===== config.mk =====
export PLATFORM = sky130hd
export DESIGN_NAME = rv_pipe_ctrl
export DESIGN_NICKNAME = d
export VERILOG_FILES = /design/src/rtl/rv_pipe_ctrl.sv
export SDC_FILE = /design/constraint.sdc
export NUM_CORES = 1
export LEC_CHECK = 0
export BUFFER_PORTS_ARGS = -buffer_cell sky130_fd_sc_hd__buf_2
export CORE_MARGIN = 4
export CORE_UTILIZATION = 53
export CTS_BUF_LIST = sky130_fd_sc_hd__clkbuf_16
export DETAILED_ROUTE_END_ITERATION = 6
export PLACE_DENSITY = 0.8
export REMOVE_ABC_BUFFERS = 1
export SYNTH_ARGS = -nofsm -noshare
export SYNTH_HDL_FRONTEND = slang
export SYNTH_SLANG_ARGS = --single-unit
export TNS_END_PERCENT = 1

===== constraint.sdc =====
create_clock -name clk -period 4 [get_ports clk]
set_clock_uncertainty 0.1 [all_clocks]
set_input_delay 1.2 -clock clk [delete_from_list [all_inputs] [get_ports clk]]
set_output_delay 1.2 -clock clk [all_outputs]
set_load 0.02 [all_outputs]

===== src/rtl/rv_pipe_ctrl.sv =====
// rv_pipe_ctrl: pipelined RV32I control unit (decode, ID/EX/MEM/WB control bundle, hazards, forwarding, perf counters)
//   clk, rst_n              clock, asynchronous active-low reset
//   id_instr, id_valid      instruction in ID and its valid flag
//   ex_br_eq, ex_br_lt      EX-stage comparator results
//   pc_stall, ifid_stall    hold PC / IF/ID on a data hazard
//   ifid_flush              bubble into IF/ID on a taken branch or jump
//   id_imm_sel, id_illegal  ID immediate format and illegal-opcode flag
//   ex_*                    EX controls: ALU op/select, operand selects, branch, forwarding
//   mem_mem_rw, mem_wb_sel  MEM controls
//   wb_reg_we, wb_wb_sel, wb_rd  WB controls
//   stall_cnt, flush_cnt    saturating stall / flush cycle counters
module rv_pipe_ctrl #(
    parameter int FWD_EN = 1,
    parameter int REG_AW = 5,
    parameter int CNT_W  = 16
) (
    input  logic              clk,
    input  logic              rst_n,
    input  logic [31:0]       id_instr,
    input  logic              id_valid,
    input  logic              ex_br_eq,
    input  logic              ex_br_lt,
    output logic              pc_stall,
    output logic              ifid_stall,
    output logic              ifid_flush,
    output logic [2:0]        id_imm_sel,
    output logic              id_illegal,
    output logic [2:0]        ex_alu_op,
    output logic [2:0]        ex_alu_sel,
    output logic              ex_a_sel,
    output logic              ex_b_sel,
    output logic              ex_br_un,
    output logic              ex_pc_sel,
    output logic [1:0]        ex_fwd_a,
    output logic [1:0]        ex_fwd_b,
    output logic              mem_mem_rw,
    output logic [1:0]        mem_wb_sel,
    output logic              wb_reg_we,
    output logic [1:0]        wb_wb_sel,
    output logic [REG_AW-1:0] wb_rd,
    output logic [CNT_W-1:0]  stall_cnt,
    output logic [CNT_W-1:0]  flush_cnt
);
    typedef struct packed {
        logic              reg_we;
        logic              mem_rw;
        logic [1:0]        wb_sel;
        logic [2:0]        alu_op;
        logic [2:0]        alu_sel;
        logic              a_sel;
        logic              b_sel;
        logic              br;
        logic              jmp;
        logic              ld;
        logic [REG_AW-1:0] rd;
        logic [REG_AW-1:0] rs1;
        logic [REG_AW-1:0] rs2;
    } ctrl_t;
    logic [6:0]        op;
    logic [2:0]        f3;
    logic              is_r, is_i, is_l, is_s, is_b, is_jalr, is_jal, is_lui, is_auipc, legal;
    logic              unused_bits;
    ctrl_t             dec, ex;
    logic              mem_we, mem_ld;
    logic [REG_AW-1:0] mem_rd;
    logic              br_take, ex_hit, mem_hit, hazard, stall, id_go;
    assign op       = id_instr[6:0];
    assign f3       = id_instr[14:12];
    assign is_r     = op == 7'b0110011;
    assign is_i     = op == 7'b0010011;
    assign is_l     = op == 7'b0000011;
    assign is_s     = op == 7'b0100011;
    assign is_b     = op == 7'b1100011;
    assign is_jalr  = op == 7'b1100111;
    assign is_jal   = op == 7'b1101111;
    assign is_lui   = op == 7'b0110111;
    assign is_auipc = op == 7'b0010111;
    assign legal    = is_r | is_i | is_l | is_s | is_b | is_jalr | is_jal | is_lui | is_auipc;
    // funct7 bits other than bit 30 do not affect control
    assign unused_bits = ^{id_instr[31], id_instr[29:25]};
    assign id_illegal = id_valid & ~legal;
    assign id_imm_sel = !id_valid ? 3'd0 :
                        (is_i | is_l | is_jalr) ? 3'd1 :
                        is_s ? 3'd2 :
                        is_b ? 3'd3 :
                        is_jal ? 3'd4 :
                        (is_lui | is_auipc) ? 3'd5 : 3'd0;
    // Unused source fields are zeroed so hazard and forward compares need no per-type qualification
    always_comb begin
        dec         = '0;
        dec.reg_we  = (is_r | is_i | is_l | is_jalr | is_jal | is_lui | is_auipc) && id_instr[7 +: REG_AW] != '0;
        dec.mem_rw  = is_s;
        dec.wb_sel  = is_l ? 2'd0 : (is_jal | is_jalr) ? 2'd2 : 2'd1;
        dec.alu_op  = f3;
        dec.alu_sel = (is_l | is_s | is_b | is_jal | is_jalr | is_auipc) ? 3'd4 :
                      is_lui ? 3'd3 :
                      ((is_r || (is_i && f3 == 3'b101)) && id_instr[30]) ? 3'd1 : 3'd0;
        dec.a_sel   = is_b | is_jal | is_auipc;
        dec.b_sel   = legal & ~is_r;
        dec.br      = is_b;
        dec.jmp     = is_jal | is_jalr;
        dec.ld      = is_l;
        dec.rd      = id_instr[7 +: REG_AW];
        dec.rs1     = (is_r | is_i | is_l | is_s | is_b | is_jalr) ? id_instr[15 +: REG_AW] : '0;
        dec.rs2     = (is_r | is_s | is_b) ? id_instr[20 +: REG_AW] : '0;
    end
    // funct3: 000 BEQ, 001 BNE, 100 BLT, 101 BGE, 110 BLTU, 111 BGEU; 01x never taken
    assign br_take   = ex.alu_op[2] ? (ex.alu_op[0] ? ~ex_br_lt : ex_br_lt) :
                       ex.alu_op[1] ? 1'b0 : (ex.alu_op[0] ? ~ex_br_eq : ex_br_eq);
    assign ex_pc_sel = ex.jmp | (ex.br & br_take);
    assign ex_br_un  = ex.br & ex.alu_op[1];
    // reg_we implies rd != 0, so a zeroed (unused) source can never match
    assign ex_hit  = ex.reg_we && (ex.rd == dec.rs1 || ex.rd == dec.rs2);
    assign mem_hit = mem_we && (mem_rd == dec.rs1 || mem_rd == dec.rs2);
    assign hazard  = (FWD_EN != 0) ? (ex_hit && ex.ld) : (ex_hit || mem_hit);
    // A redirect makes the ID instruction wrong-path, so it never stalls
    assign stall      = id_valid && hazard && !ex_pc_sel;
    assign pc_stall   = stall;
    assign ifid_stall = stall;
    assign ifid_flush = ex_pc_sel;
    assign id_go      = id_valid && legal && !stall && !ex_pc_sel;
    assign ex_alu_op  = ex.alu_op;
    assign ex_alu_sel = ex.alu_sel;
    assign ex_a_sel   = ex.a_sel;
    assign ex_b_sel   = ex.b_sel;
    assign ex_fwd_a = (FWD_EN == 0 || ex.rs1 == '0) ? 2'd0 :
                      (mem_we && !mem_ld && mem_rd == ex.rs1) ? 2'd1 :
                      (wb_reg_we && wb_rd == ex.rs1) ? 2'd2 : 2'd0;
    assign ex_fwd_b = (FWD_EN == 0 || ex.rs2 == '0) ? 2'd0 :
                      (mem_we && !mem_ld && mem_rd == ex.rs2) ? 2'd1 :
                      (wb_reg_we && wb_rd == ex.rs2) ? 2'd2 : 2'd0;
    always_ff @(posedge clk or negedge rst_n) begin
        if (!rst_n) begin
            ex         <= '0;
            mem_we     <= 1'b0;
            mem_ld     <= 1'b0;
            mem_rd     <= '0;
            mem_mem_rw <= 1'b0;
            mem_wb_sel <= 2'd0;
            wb_reg_we  <= 1'b0;
            wb_wb_sel  <= 2'd0;
            wb_rd      <= '0;
            stall_cnt  <= '0;
            flush_cnt  <= '0;
        end else begin
            ex         <= id_go ? dec : '0;
            mem_we     <= ex.reg_we;
            mem_ld     <= ex.ld;
            mem_rd     <= ex.rd;
            mem_mem_rw <= ex.mem_rw;
            mem_wb_sel <= ex.wb_sel;
            wb_reg_we  <= mem_we;
            wb_wb_sel  <= mem_wb_sel;
            wb_rd      <= mem_rd;
            if (stall && stall_cnt != '1)
                stall_cnt <= stall_cnt + 1'b1;
            if (ex_pc_sel && flush_cnt != '1)
                flush_cnt <= flush_cnt + 1'b1;
        end
    end
endmodule


==> results of run 1 <==
[worst min-delay path by stage]
stage | from | to | slack (ns)
floorplan | ex[28] | mem_mem_rw | 0.23
CTS | ex[27] | mem_wb_sel[1] | 0.25
global placement | ex[26] | mem_wb_sel[0] | 0.24
global route | ex[28] | mem_mem_rw | 0.26
detailed placement | ex[26] | mem_wb_sel[0] | 0.23
finish | ex[27] | mem_wb_sel[1] | 0.25
[registers in the layout (all words and copies together), names as in the netlist, 2 cells and up]
name	cells
ex	22
ex_alu_op	3
ex_alu_sel	3
flush_cnt	16
mem_rd	5
mem_wb_sel	2
stall_cnt	16
wb_rd	5
wb_wb_sel	2
[worst max-delay path: cells and delay by family]
family,cells,cell delay (ns)
xor+xnor,1,0.16
simple gates,5,0.97
buf+inv,2,0.28
[cells in the mapped netlist (5+ instances only)]
cell                       instances
sky130_fd_sc_hd__xor2_1           33
sky130_fd_sc_hd__nor2_1           47
sky130_fd_sc_hd__nand4_1          10
sky130_fd_sc_hd__a21oi_1           6
sky130_fd_sc_hd__nand2_1          29
sky130_fd_sc_hd__nor4_1            7
sky130_fd_sc_hd__buf_4             8
sky130_fd_sc_hd__nand3_1          15
sky130_fd_sc_hd__dfrtp_1          80
sky130_fd_sc_hd__inv_1            12
sky130_fd_sc_hd__clkbuf_1          5
sky130_fd_sc_hd__and3_1           14
sky130_fd_sc_hd__a31oi_1           5
sky130_fd_sc_hd__nor3_1           15
sky130_fd_sc_hd__xnor2_1          17
[what timing repair did]
| action | 4_1_cts | 5_1_grt |
|---|---|---|
| gates resized for setup | 0 | 9 |
| setup endpoints to repair | 0 | 2 |
| endpoints found under the hold margin | 0 | 0 |
| hold buffers | 0 | 0 |
[area by class of cell]
type                       count  area (um^2)  share of cell area [%]
tap                           96          120                    2.52
clock inverter                 7         86.3                    1.81
multi-input combinational    263         1700                    35.8
sequential                    80         2000                    42.1
inverter                      12         45.0                   0.946
clock buffer                   9          225                    4.73
timing repair buffer         107          579                    12.2
[through the flow]
stage | instance area, um^2 | util (%)
6_report | 4760 | 68.9
5_1_grt | 4760 | 68.9
4_1_cts | 4730 | 68.4
3_5_place_dp | 4410 | 63.9
3_3_place_gp | 4410 | 63.9
2_1_floorplan | 3720 | -
[routing by layer]
metal  vias to the layer above  GRT usage [%]  routed length, um
met5                         -              0                  0
met4                         0           7.81                 97
met3                         9           4.34                442
met2                        93           35.6               4510
met1                      1523           28.6               3910
li1                       1498              -                  -
[logic make-up (layout without fill, tap and decap cells)]
family                   Yosys count  count (layout)  synth area share [%]
adder cells (fa/ha/maj)            2               2                 0.652
AO/OA/AOI/OAI                     35              35                  6.39
XOR/XNOR                          50              50                  11.4
multiplexers                       5               5                  1.43
buffers and inverters             30             135                  4.17
flip-flops                        80              80                  52.2
AND/OR/NAND/NOR                  171             171                  23.8
[report_power, final]
group,leakage [nW],internal (W),switching [W]
Combinational,1.24,0.0000494,0.0000864
Clock,0.144,0.000540,0.000312
Sequential,1.08,0.000824,0.0000162
Total,2.46,0.00141,0.000415
==> results by group, run 1 <==
Yosys
  – Area of the mapped netlist: approximately 3800 um^2
  – EDFF count, synth: 0
  – Number of synthesis warnings: 0
  – Synthesized instance count: between 300 and 400
  – Async set or reset register ratio after synthesis: 100%
  – Main flop type after synthesis: sky130_fd_sc_hd__dfrtp_1
  – Area share of the largest cell type after synthesis: between 50% and 60%
  – Mapped Avg Cell Area: between 10 and 15 um^2
  – Cell type with the largest total area after synthesis: sky130_fd_sc_hd__dfrtp_1
  – Synth top area cells: sky130_fd_sc_hd__dfrtp_1 52%, sky130_fd_sc_hd__xor2_1 7.5%, sky130_fd_sc_hd__nor2_1 4.6%, sky130_fd_sc_hd__xnor2_1 3.9%, sky130_fd_sc_hd__nand2_1 2.8%
  – Post-synthesis sequential element count: 80
  – Post-synthesis sequential area ratio: approximately 52%
  – Number of distinct standard cells referenced by the synthesized netlist: 53

Clock tree
  – Clock tree buffer depth: 2
  – Library cell used as clock root buffer: sky130_fd_sc_hd__clkbuf_16
  – Level count of the clock H-tree: 3
  – Total clock buffers created by CTS: 9
  – CTS Sinks: 80
  – Total setup buffers inserted after CTS: 0
  – Clock latency reported for the late side of the worst-skew pair: ~0.33 ns
  – Register clock-pin slew on the reported worst setup and hold paths: around 0.060 ns
  – TritonCTS clock tree: yes

STA
  – Final slew viol count: 0
  – Maximum operating frequency: 0.256 GHz
  – Final WS setup: approximately 0.089 ns
  – Final hold violation count: 0
  – Normalized max-slew margin: about a third
  – Hold_ws: around 0.25 ns
  – Setup TNS: 0 ns
  – Transition at the pin with the smallest max-transition slack: just under 1 ns
  – Setup repair after global routing missed its margin: false
  – Tmin final: between 3 and 4 ns
  – Number of setup violations in the final report: 0
  – Post-route fraction of the period consumed by the critical path: between 90 and 100%

Global routing
  – Vias in the first global route: approximately 3100
  – Total track usage: a little over a fifth
  – Number of antenna violations at the first check in global routing: 0
  – Pin count of the biggest net entering global routing: slightly above 80
  – First-pass GRT wire length: approximately 15000 um
  – Overall overflow remaining after global route: 0

Setup path
  – Crit path arrival time: between 2 and 3 ns
  – Startpoint-to-endpoint class of the critical path: in2out
  – Max stage delay cell, worst path: sky130_fd_sc_hd__and4bb_4
  – Critical Path Sink: ifid_stall
  – Delay of the slowest critical-path stage: around 0.35 ns
  – Capture instance of the worst register-to-register path: ex_b_sel
  – List of cells traversed by the critical path: buf_2 -> and4bb_4 -> nand4_1 -> xor2_1 -> nand4b_1 -> and2_4 -> nor2_4 -> buf_4
  – Internal reg-to-reg setup slack: 1.42 ns
  – Largest fanout on the critical path: 5
  – Cells on worst reg2reg path: 8
  – Required time of the critical path: 2.70 ns
  – Critical Path Source: id_instr[3]
  – CP Capture Type: primary output
  – Crit Reg-Reg Startpoint: ex_alu_op[2]
  – Startpoint type of the worst setup path: input port

Placement
  – Post-placement cell count: between 500 and 600
  – Gpl congestion: between 0.9 and 1
  – HPWL Detailed: around 6600 um
  – Quantity of I/O buffers inserted on ports: 94
  – Post-placement setup slack: roughly 0.014 ns

Floorplan
  – Die area: just under 9000 um^2
  – Overall die height: just over 90 um
  – Die Wd: 93.1 um
  – Starting density of the core: roughly 56%
  – Floorplan Core Area: roughly 7000 um^2
  – Row cnt: 30
  – Ports: around 100

Routing
  – Post-Route WL: between 8000 and 9000 um
  – Detailed-route wire length per cell: 15.6 um
  – Total DRC errors in the routed layout: 0
  – Via count: about 3100
  – Post-route antenna net violation count: 0
  – Vias per std cell: between 5 and 6
  – Initial DRC Count: between 90 and 100
  – Number of search-and-repair iterations in the first detailed-routing pass: 4

Cells and area
  – Nets@finish: about 500
  – Layout-stage area growth over the synthesis result: 24.0%
  – Most common cell after layout, fill and taps aside: sky130_fd_sc_hd__buf_2
  – Diodes inserted: 0
  – Number of filler instances in the final layout: about 560
  – Layout Cells excl Fill: around 570
  – Highest-count cells in the layout ignoring fill and taps: 91 x sky130_fd_sc_hd__buf_2, 80 x sky130_fd_sc_hd__dfrtp_1, 46 x sky130_fd_sc_hd__nor2_1
  – Share of post-route cells with drive strength above 1: 28.7%

Power and ir drop
  – LEAKAGE: about 2.5 nW
  – Power density of the placed cells: about 380 nW/um^2
  – Highest ir drop seen on vdd: 0.224 mV
  – Overall Power: ~0.0018 W

Status
  – Result of the run: finished clean

Min path
  – Hold depth: 0
  – Worst hold path type: reg2reg

Run
  – Max Cap Viol: 0
Power figures use the tool's default switching activity.
==> inputs of run 2 (changes only) <==
--- a/config.mk
+++ b/config.mk
@@ -7,10 +7,10 @@
 export LEC_CHECK = 0
 export BUFFER_PORTS_ARGS = -buffer_cell sky130_fd_sc_hd__buf_2
 export CORE_MARGIN = 4
-export CORE_UTILIZATION = 53
+export CORE_UTILIZATION = 57
 export CTS_BUF_LIST = sky130_fd_sc_hd__clkbuf_16
 export DETAILED_ROUTE_END_ITERATION = 6
-export PLACE_DENSITY = 0.8
+export PLACE_DENSITY = 0.85
 export REMOVE_ABC_BUFFERS = 1
 export SYNTH_ARGS = -nofsm -noshare
 export SYNTH_HDL_FRONTEND = slang
==> constraint.sdc (replaced) <==
create_clock -name clk -period 4.5 [get_ports clk]
set_clock_uncertainty 0.1 [all_clocks]
set_input_delay 1.35 -clock clk [delete_from_list [all_inputs] [get_ports clk]]
set_output_delay 1.35 -clock clk [all_outputs]
set_load 0.02 [all_outputs]
==> run 2 against run 1 <==
Against the previous run: cell count is 4.5% lower; die area is 6.4% lower; sequential share of layout area is 0.90 points higher; largest cell class unchanged; combinational power is 12% lower; setup slack better by 0.026 ns; largest power group is now sequential cells; sequential power is 11% lower; non-clock buffer count is 5 lower; routed wire length is 0.62% higher.
==> results by group, run 2 (synthesized netlist as in run 1, its figures left out) <==
STA
  – Post-route fraction of the period consumed by the critical path: 97.5%
  – Setup TNS: 0 ns
  – Maximum operating frequency: 0.228 GHz
  – Final slew viol count: 0
  – Setup repair after global routing missed its margin: false
  – Normalized max-slew margin: 34.9%
  – Number of setup violations in the final report: 0
  – Tmin final: approximately 4.4 ns
  – Transition at the pin with the smallest max-transition slack: ~1 ns
  – Final hold violation count: 0

Cells and area
  – Layout-stage area growth over the synthesis result: 21.4%
  – Highest-count cells in the layout ignoring fill and taps: 91 x sky130_fd_sc_hd__buf_2, 80 x sky130_fd_sc_hd__dfrtp_1, 46 x sky130_fd_sc_hd__nor2_1
  – Share of post-route cells with drive strength above 1: a little over a quarter
  – Biggest register: ex
  – Most common cell after layout, fill and taps aside: sky130_fd_sc_hd__buf_2
  – Area of combinational cells with multiple inputs: 1680 um^2
  – Largest registers ranked by flip-flop count: ex: 22 flops, flush_cnt: 16 flops, stall_cnt: 16 flops
  – Nets@finish: between 500 and 600
  – Layout Cells excl Fill: roughly 550
  – Number of filler instances in the final layout: approximately 490
  – Register area: roughly 2000 um^2
  – Flip-flop count of the largest register, all copies and words added: 22
  – Final standard cell utilization of the core: about 70%
  – Diodes inserted: 0

Routing
  – Via count: 3171
  – Post-route antenna net violation count: 0
  – Detailed-route wire length per cell: roughly 16 um
  – Vias per std cell: a little under 6
  – Number of search-and-repair iterations in the first detailed-routing pass: 5
  – Total DRC errors in the routed layout: 0
  – Initial DRC Count: around 220
  – Post-Route WL: approximately 9000 um

Min path
  – Hold endpoint: mem_mem_rw
  – Hold depth: 0
  – Hold path start: ex[28]
  – Worst hold path type: reg2reg

Setup path
  – Largest fanout on the critical path: 6
  – Capture instance of the worst register-to-register path: ex[26]
  – Startpoint-to-endpoint class of the critical path: in2out
  – Required time of the critical path: slightly above 3 ns
  – CP Capture Type: primary output
  – Startpoint type of the worst setup path: input port
  – Internal reg-to-reg setup slack: roughly 2 ns
  – Cells on worst reg2reg path: 7
  – Crit Reg-Reg Startpoint: ex_alu_op[2]
  – Critical Path Source: id_instr[3]
  – Crit path arrival time: 2.94 ns

Floorplan
  – Die Wd: ~90 um
  – Floorplan Core Area: approximately 6500 um^2
  – Die area: 8110 um^2
  – Starting density of the core: about three fifths
  – Ports: 101
  – Overall die height: 90.1 um
  – Row cnt: 29

Global routing
  – Pin count of the biggest net entering global routing: 81
  – Total track usage: 23.0%
  – First-pass GRT wire length: 15100 um
  – Overall overflow remaining after global route: 0
  – Number of antenna violations at the first check in global routing: 0
  – Vias in the first global route: between 3000 and 4000

Clock tree
  – Post-cts hold buffer count: 0
  – Clock latency reported for the late side of the worst-skew pair: about 0.33 ns
  – Register clock-pin slew on the reported worst setup and hold paths: 0.05 ns
  – Total clock buffers created by CTS: 9
  – TritonCTS clock tree: yes
  – Clock tree buffer depth: 2
  – CTS Sinks: 80
  – Library cell used as clock root buffer: sky130_fd_sc_hd__clkbuf_16
  – Level count of the clock H-tree: 3

Status
  – Result of the run: finished clean

Placement
  – Post-placement cell count: approximately 530
  – Gpl congestion: around 0.86
  – Quantity of I/O buffers inserted on ports: 94
  – HPWL Detailed: between 6000 and 7000 um

Power and ir drop
  – LEAKAGE: 2.43 nW
  – Power density of the placed cells: around 340 nW/um^2
  – Highest ir drop seen on vdd: roughly 0.24 mV

Run
  – Max Cap Viol: 0
run 2: final cells by class:
class | count | share of cell area, %
multi-input combinational | 263 | 36.0
clock inverter | 5 | 1.58
inverter | 12 | 0.967
sequential | 80 | 43.0
tap | 77 | 2.07
clock buffer | 9 | 4.83
timing repair buffer | 102 | 11.5
run 2: where the power goes:
part           switching, W  total (W)  internal, W  leakage, nW
clock              0.000265   0.000741     0.000475        0.149
sequential        0.0000143   0.000747     0.000733         1.08
combinational     0.0000760   0.000119    0.0000429         1.20
total              0.000356    0.00161      0.00125         2.43
run 2: metrics by stage:
| step | instance area (um^2) | hold slack (ns) | power, W | setup slack (ns) |
|---|---|---|---|---|
| 2_1_floorplan | 3720 | 0.231 | 0.000811 | 0.209 |
| 3_3_place_gp | 4350 | 0.236 | 0.000873 | 0.163 |
| 3_5_place_dp | 4350 | 0.236 | 0.000877 | 0.133 |
| 4_1_cts | 4640 | 0.252 | 0.00162 | 0.0692 |
| 5_1_grt | 4660 | 0.267 | 0.00167 | 0.0308 |
| 6_report | 4660 | 0.249 | 0.00161 | 0.114 |
run 2: critical path: stages:
cell	delay, ns
sky130_fd_sc_hd__buf_2	0.12
sky130_fd_sc_hd__and4bb_4	0.39
sky130_fd_sc_hd__nand4_1	0.17
sky130_fd_sc_hd__xor2_1	0.20
sky130_fd_sc_hd__nand4b_1	0.19
sky130_fd_sc_hd__and2_1	0.23
sky130_fd_sc_hd__nor2_2	0.12
sky130_fd_sc_hd__buf_4	0.16
run 2: repair_timing:
action,in CTS,in global routing
setup buffers,0,1
hold endpoints to repair,0,0
setup endpoints to repair,0,2
gates resized for setup,0,3
run 2: worst max-delay path by stage:
stage                     depth (start not counted)    endpoint  slack (ns)
after detailed placement                          8  ifid_stall        0.13
after global placement                            8    pc_stall        0.16
after floorplan                                   6  ifid_stall        0.21
final                                             8  ifid_stall        0.11
after global routing                              8    pc_stall        0.03
after CTS                                         8  ifid_stall        0.07
run 2: routing by layer:
layer | wire length [um] | GRT usage (%) | vias to the layer above | part of all wire [%]
met3 | 600 | 5.26 | 23 | 6.7
met5 | 0 | 0 | - | 0
met1 | 3680 | 29.8 | 1512 | 41
met4 | 232 | 9.82 | 0 | 2.6
li1 | - | - | 1486 | -
met2 | 4500 | 37.1 | 150 | 50
==> inputs of run 3 (changes only) <==
--- a/config.mk
+++ b/config.mk
@@ -5,12 +5,13 @@
 export SDC_FILE = /design/constraint.sdc
 export NUM_CORES = 1
 export LEC_CHECK = 0
+export ABC_AREA = 1
 export BUFFER_PORTS_ARGS = -buffer_cell sky130_fd_sc_hd__buf_2
 export CORE_MARGIN = 4
-export CORE_UTILIZATION = 57
+export CORE_UTILIZATION = 53
 export CTS_BUF_LIST = sky130_fd_sc_hd__clkbuf_16
 export DETAILED_ROUTE_END_ITERATION = 6
-export PLACE_DENSITY = 0.85
+export PLACE_DENSITY = 0.8
 export REMOVE_ABC_BUFFERS = 1
 export SYNTH_ARGS = -nofsm -noshare
 export SYNTH_HDL_FRONTEND = slang
==> constraint.sdc (replaced) <==
create_clock -name clk -period 4.8 [get_ports clk]
set_clock_uncertainty 0.1 [all_clocks]
set_input_delay 1.44 -clock clk [delete_from_list [all_inputs] [get_ports clk]]
set_output_delay 1.44 -clock clk [all_outputs]
set_load 0.02 [all_outputs]
==> run 3 against run 2 <==
Against the previous run: cell count grew 16%; critical path depth increased by 7; core utilization is 6.0 points lower; synthesized cell count rose by 17%; sequential power is 8.6% lower; combinational power is 39% lower; synthesized area increased by 2.2%; die area up 9.0%; register-to-register slack improved by 0.65 ns; critical endpoint unchanged; largest power group is now the clock network; highest routed layer unchanged.
==> results by group, run 3 <==
Yosys
  – Number of distinct standard cells referenced by the synthesized netlist: 36
  – Main flop type after synthesis: sky130_fd_sc_hd__dfrtp_1
  – Most numerous cell types in the synthesized netlist: 80 x sky130_fd_sc_hd__dfrtp_1, 70 x sky130_fd_sc_hd__nand2_1, 69 x sky130_fd_sc_hd__nor2_1, 56 x sky130_fd_sc_hd__inv_1, 27 x sky130_fd_sc_hd__xor2_1
  – Mapped Avg Cell Area: ~9.0 um^2
  – Most instantiated library cell after synthesis: sky130_fd_sc_hd__dfrtp_1
  – Post-synthesis sequential area ratio: slightly above 50%
  – Post-synthesis sequential element count: 80
  – Cell type with the largest total area after synthesis: sky130_fd_sc_hd__dfrtp_1
  – EDFF count, synth: 0
  – Area share of the largest cell type after synthesis: between 50% and 60%
  – Area of the mapped netlist: about 3900 um^2
  – Synthesized instance count: 435
  – Async set or reset register ratio after synthesis: 100%
  – Number of synthesis warnings: 0
  – Synth top area cells: sky130_fd_sc_hd__dfrtp_1 51%, sky130_fd_sc_hd__nand2_1 6.7%, sky130_fd_sc_hd__nor2_1 6.6%, sky130_fd_sc_hd__xor2_1 6.0%, sky130_fd_sc_hd__inv_1 5.4%

Cells and area
  – Flip-flop count of the largest register, all copies and words added: 22
  – Diodes inserted: 0
  – Layout-stage area growth over the synthesis result: 21.7%
  – Largest registers ranked by flip-flop count: ex: 22 flops, flush_cnt: 16 flops, stall_cnt: 16 flops
  – Area of combinational cells with multiple inputs: ~1600 um^2
  – Register area: around 2000 um^2
  – Number of filler instances in the final layout: 629
  – Biggest register: ex
  – Layout Cells excl Fill: roughly 640
  – Most common cell after layout, fill and taps aside: sky130_fd_sc_hd__buf_2
  – Share of post-route cells with drive strength above 1: 27.8%
  – Nets@finish: 570
  – Highest-count cells in the layout ignoring fill and taps: 93 x sky130_fd_sc_hd__buf_2, 80 x sky130_fd_sc_hd__dfrtp_1, 70 x sky130_fd_sc_hd__nand2_1

Clock tree
  – Total clock buffers created by CTS: 9
  – CTS Sinks: 80
  – TritonCTS clock tree: yes
  – Level count of the clock H-tree: 3
  – Library cell used as clock root buffer: sky130_fd_sc_hd__clkbuf_16
  – Register clock-pin slew on the reported worst setup and hold paths: about 0.060 ns
  – CTS-repair resized insts: 0
  – Total setup buffers inserted after CTS: 0
  – Clock latency reported for the late side of the worst-skew pair: 0.32 ns
  – Clock tree buffer depth: 2
  – Post-cts hold buffer count: 0

STA
  – Hold_ws: around 0.25 ns
  – Maximum operating frequency: approximately 0.22 GHz
  – Final hold violation count: 0
  – Final slew viol count: 0
  – Setup TNS: 0 ns
  – Number of setup violations in the final report: 0
  – Final WS setup: between 0.2 and 0.25 ns
  – Normalized max-slew margin: a little over a third
  – Transition at the pin with the smallest max-transition slack: between 0.9 and 1 ns
  – Post-route fraction of the period consumed by the critical path: a little over nine tenths
  – Setup repair after global routing missed its margin: false
  – Tmin final: 4.60 ns

Floorplan
  – Row cnt: 31
  – Die Wd: ~94 um
  – Floorplan Core Area: 7210 um^2
  – Die area: between 8000 and 9000 um^2
  – Ports: ~100
  – Starting density of the core: 54.4%
  – Overall die height: roughly 94 um

Routing
  – Post-Route WL: about 8000 um
  – Initial DRC Count: a little over 90
  – Detailed-route wire length per cell: about 13 um
  – Vias per std cell: slightly below 5
  – Post-route antenna net violation count: 0
  – Via count: 3128
  – Total DRC errors in the routed layout: 0
  – Number of search-and-repair iterations in the first detailed-routing pass: 4

Run
  – Max Cap Viol: 0

Setup path
  – Largest fanout on the critical path: 10
  – Crit path arrival time: 3.06 ns
  – Required time of the critical path: about 3.3 ns
  – Startpoint type of the worst setup path: input port
  – CP Capture Type: primary output
  – Startpoint-to-endpoint class of the critical path: in2out

Placement
  – HPWL Detailed: between 6000 and 7000 um
  – Gpl congestion: approximately 0.9
  – Post-placement setup slack: roughly 0.20 ns
  – Post-placement cell count: between 600 and 700
  – Quantity of I/O buffers inserted on ports: between 90 and 100

Global routing
  – First-pass GRT wire length: around 14000 um
  – Total track usage: 19.8%
  – Vias in the first global route: 3090
  – Overall overflow remaining after global route: 0
  – Number of antenna violations at the first check in global routing: 0
  – Pin count of the biggest net entering global routing: about 80

Min path
  – Worst hold path type: reg2reg

Power and ir drop
  – LEAKAGE: 2.61 nW
  – Overall Power: ~0.0015 W
  – Power density of the placed cells: 309 nW/um^2
  – Highest ir drop seen on vdd: 0.237 mV

Status
  – Result of the run: finished clean
==> run 3: cell types whose count changed after synthesis, sizes merged, moves of 4 or more <==
cell | previous run | this run
clkbuf | 5 | 0
and3 | 14 | 1
xnor2 | 17 | 13
xor2 | 33 | 27
nand2 | 29 | 82
inv | 12 | 60
nor2 | 47 | 79
nor2b | 4 | 0
a31oi | 5 | 0
nand3 | 16 | 27
==> run 3: report_power, final <==
group	switching, W	internal, W
logic	0.0000490	0.0000233
registers	0.00000389	0.000679
clock network	0.000262	0.000456
==> run 3: path summary, 6_finish.rpt <==
kind                              startpoint             to  slack, ns  cells after the start
worst max register to register  flush_cnt[0]  flush_cnt[15]       2.66                     13
worst min register to register        ex[28]     mem_mem_rw       0.25                      0
min in group asynchronous              rst_n  stall_cnt[13]       1.17                      1
worst max-delay path             id_instr[2]     ifid_stall       0.20                     15
max in group asynchronous              rst_n      mem_rd[3]       2.82                      1
worst min-delay path                  ex[28]     mem_mem_rw       0.25                      0
==> run 3: layout make-up <==
cell class,count,area share [%]
flip-flops and latches,80,41.9
inverters,60,4.77
clock inverters,7,2.04
clock buffers,9,4.72
well taps,99,2.60
multi-input cells,285,33.9
repair buffers,95,10.1
==> run 3: logic make-up (layout without fill, tap and decap cells) <==
group | after synthesis | after routing | share of synthesized area [%]
and+or+nand+nor | 224 | 224 | 28.1
DFF | 80 | 80 | 51.1
buffers and inverters | 70 | 171 | 7.72
xor gates and xnor gates | 40 | 40 | 8.93
AOI/OAI and AO/OA | 18 | 18 | 3.22
adders and majority gates | 2 | 2 | 0.638
muxes | 1 | 1 | 0.287
==> run 3: metal layers <==
metal | wire, um | GRT usage (%)
met2 | 4150 | 33.4
met3 | 339 | 2.80
met5 | 0 | 0
met4 | 93 | 6.98
met1 | 3510 | 26.2
==> run 3: through the flow <==
stage | util [%] | instance area (um^2)
3_3_place_gp | 61.7 | 4450
6_report | 66.2 | 4770
4_1_cts | 66.2 | 4770
3_5_place_dp | 61.7 | 4450
5_1_grt | 66.2 | 4770
2_1_floorplan | - | 3850
==> run 3: critical path, stage by stage <==
cell and delay, ns:
sky130_fd_sc_hd__buf_2 0.10, sky130_fd_sc_hd__inv_1 0.08, sky130_fd_sc_hd__nand2_2 0.09, sky130_fd_sc_hd__nor2_8 0.15, sky130_fd_sc_hd__nand2_2 0.09, sky130_fd_sc_hd__nand3_4 0.16
sky130_fd_sc_hd__nand2_1 0.10, sky130_fd_sc_hd__nand2_1 0.07, sky130_fd_sc_hd__nand2_1 0.06, sky130_fd_sc_hd__nor2_2 0.11, sky130_fd_sc_hd__nand3_2 0.11, sky130_fd_sc_hd__nand2_4 0.14
sky130_fd_sc_hd__nand2_4 0.07, sky130_fd_sc_hd__inv_2 0.11, sky130_fd_sc_hd__buf_2 0.18
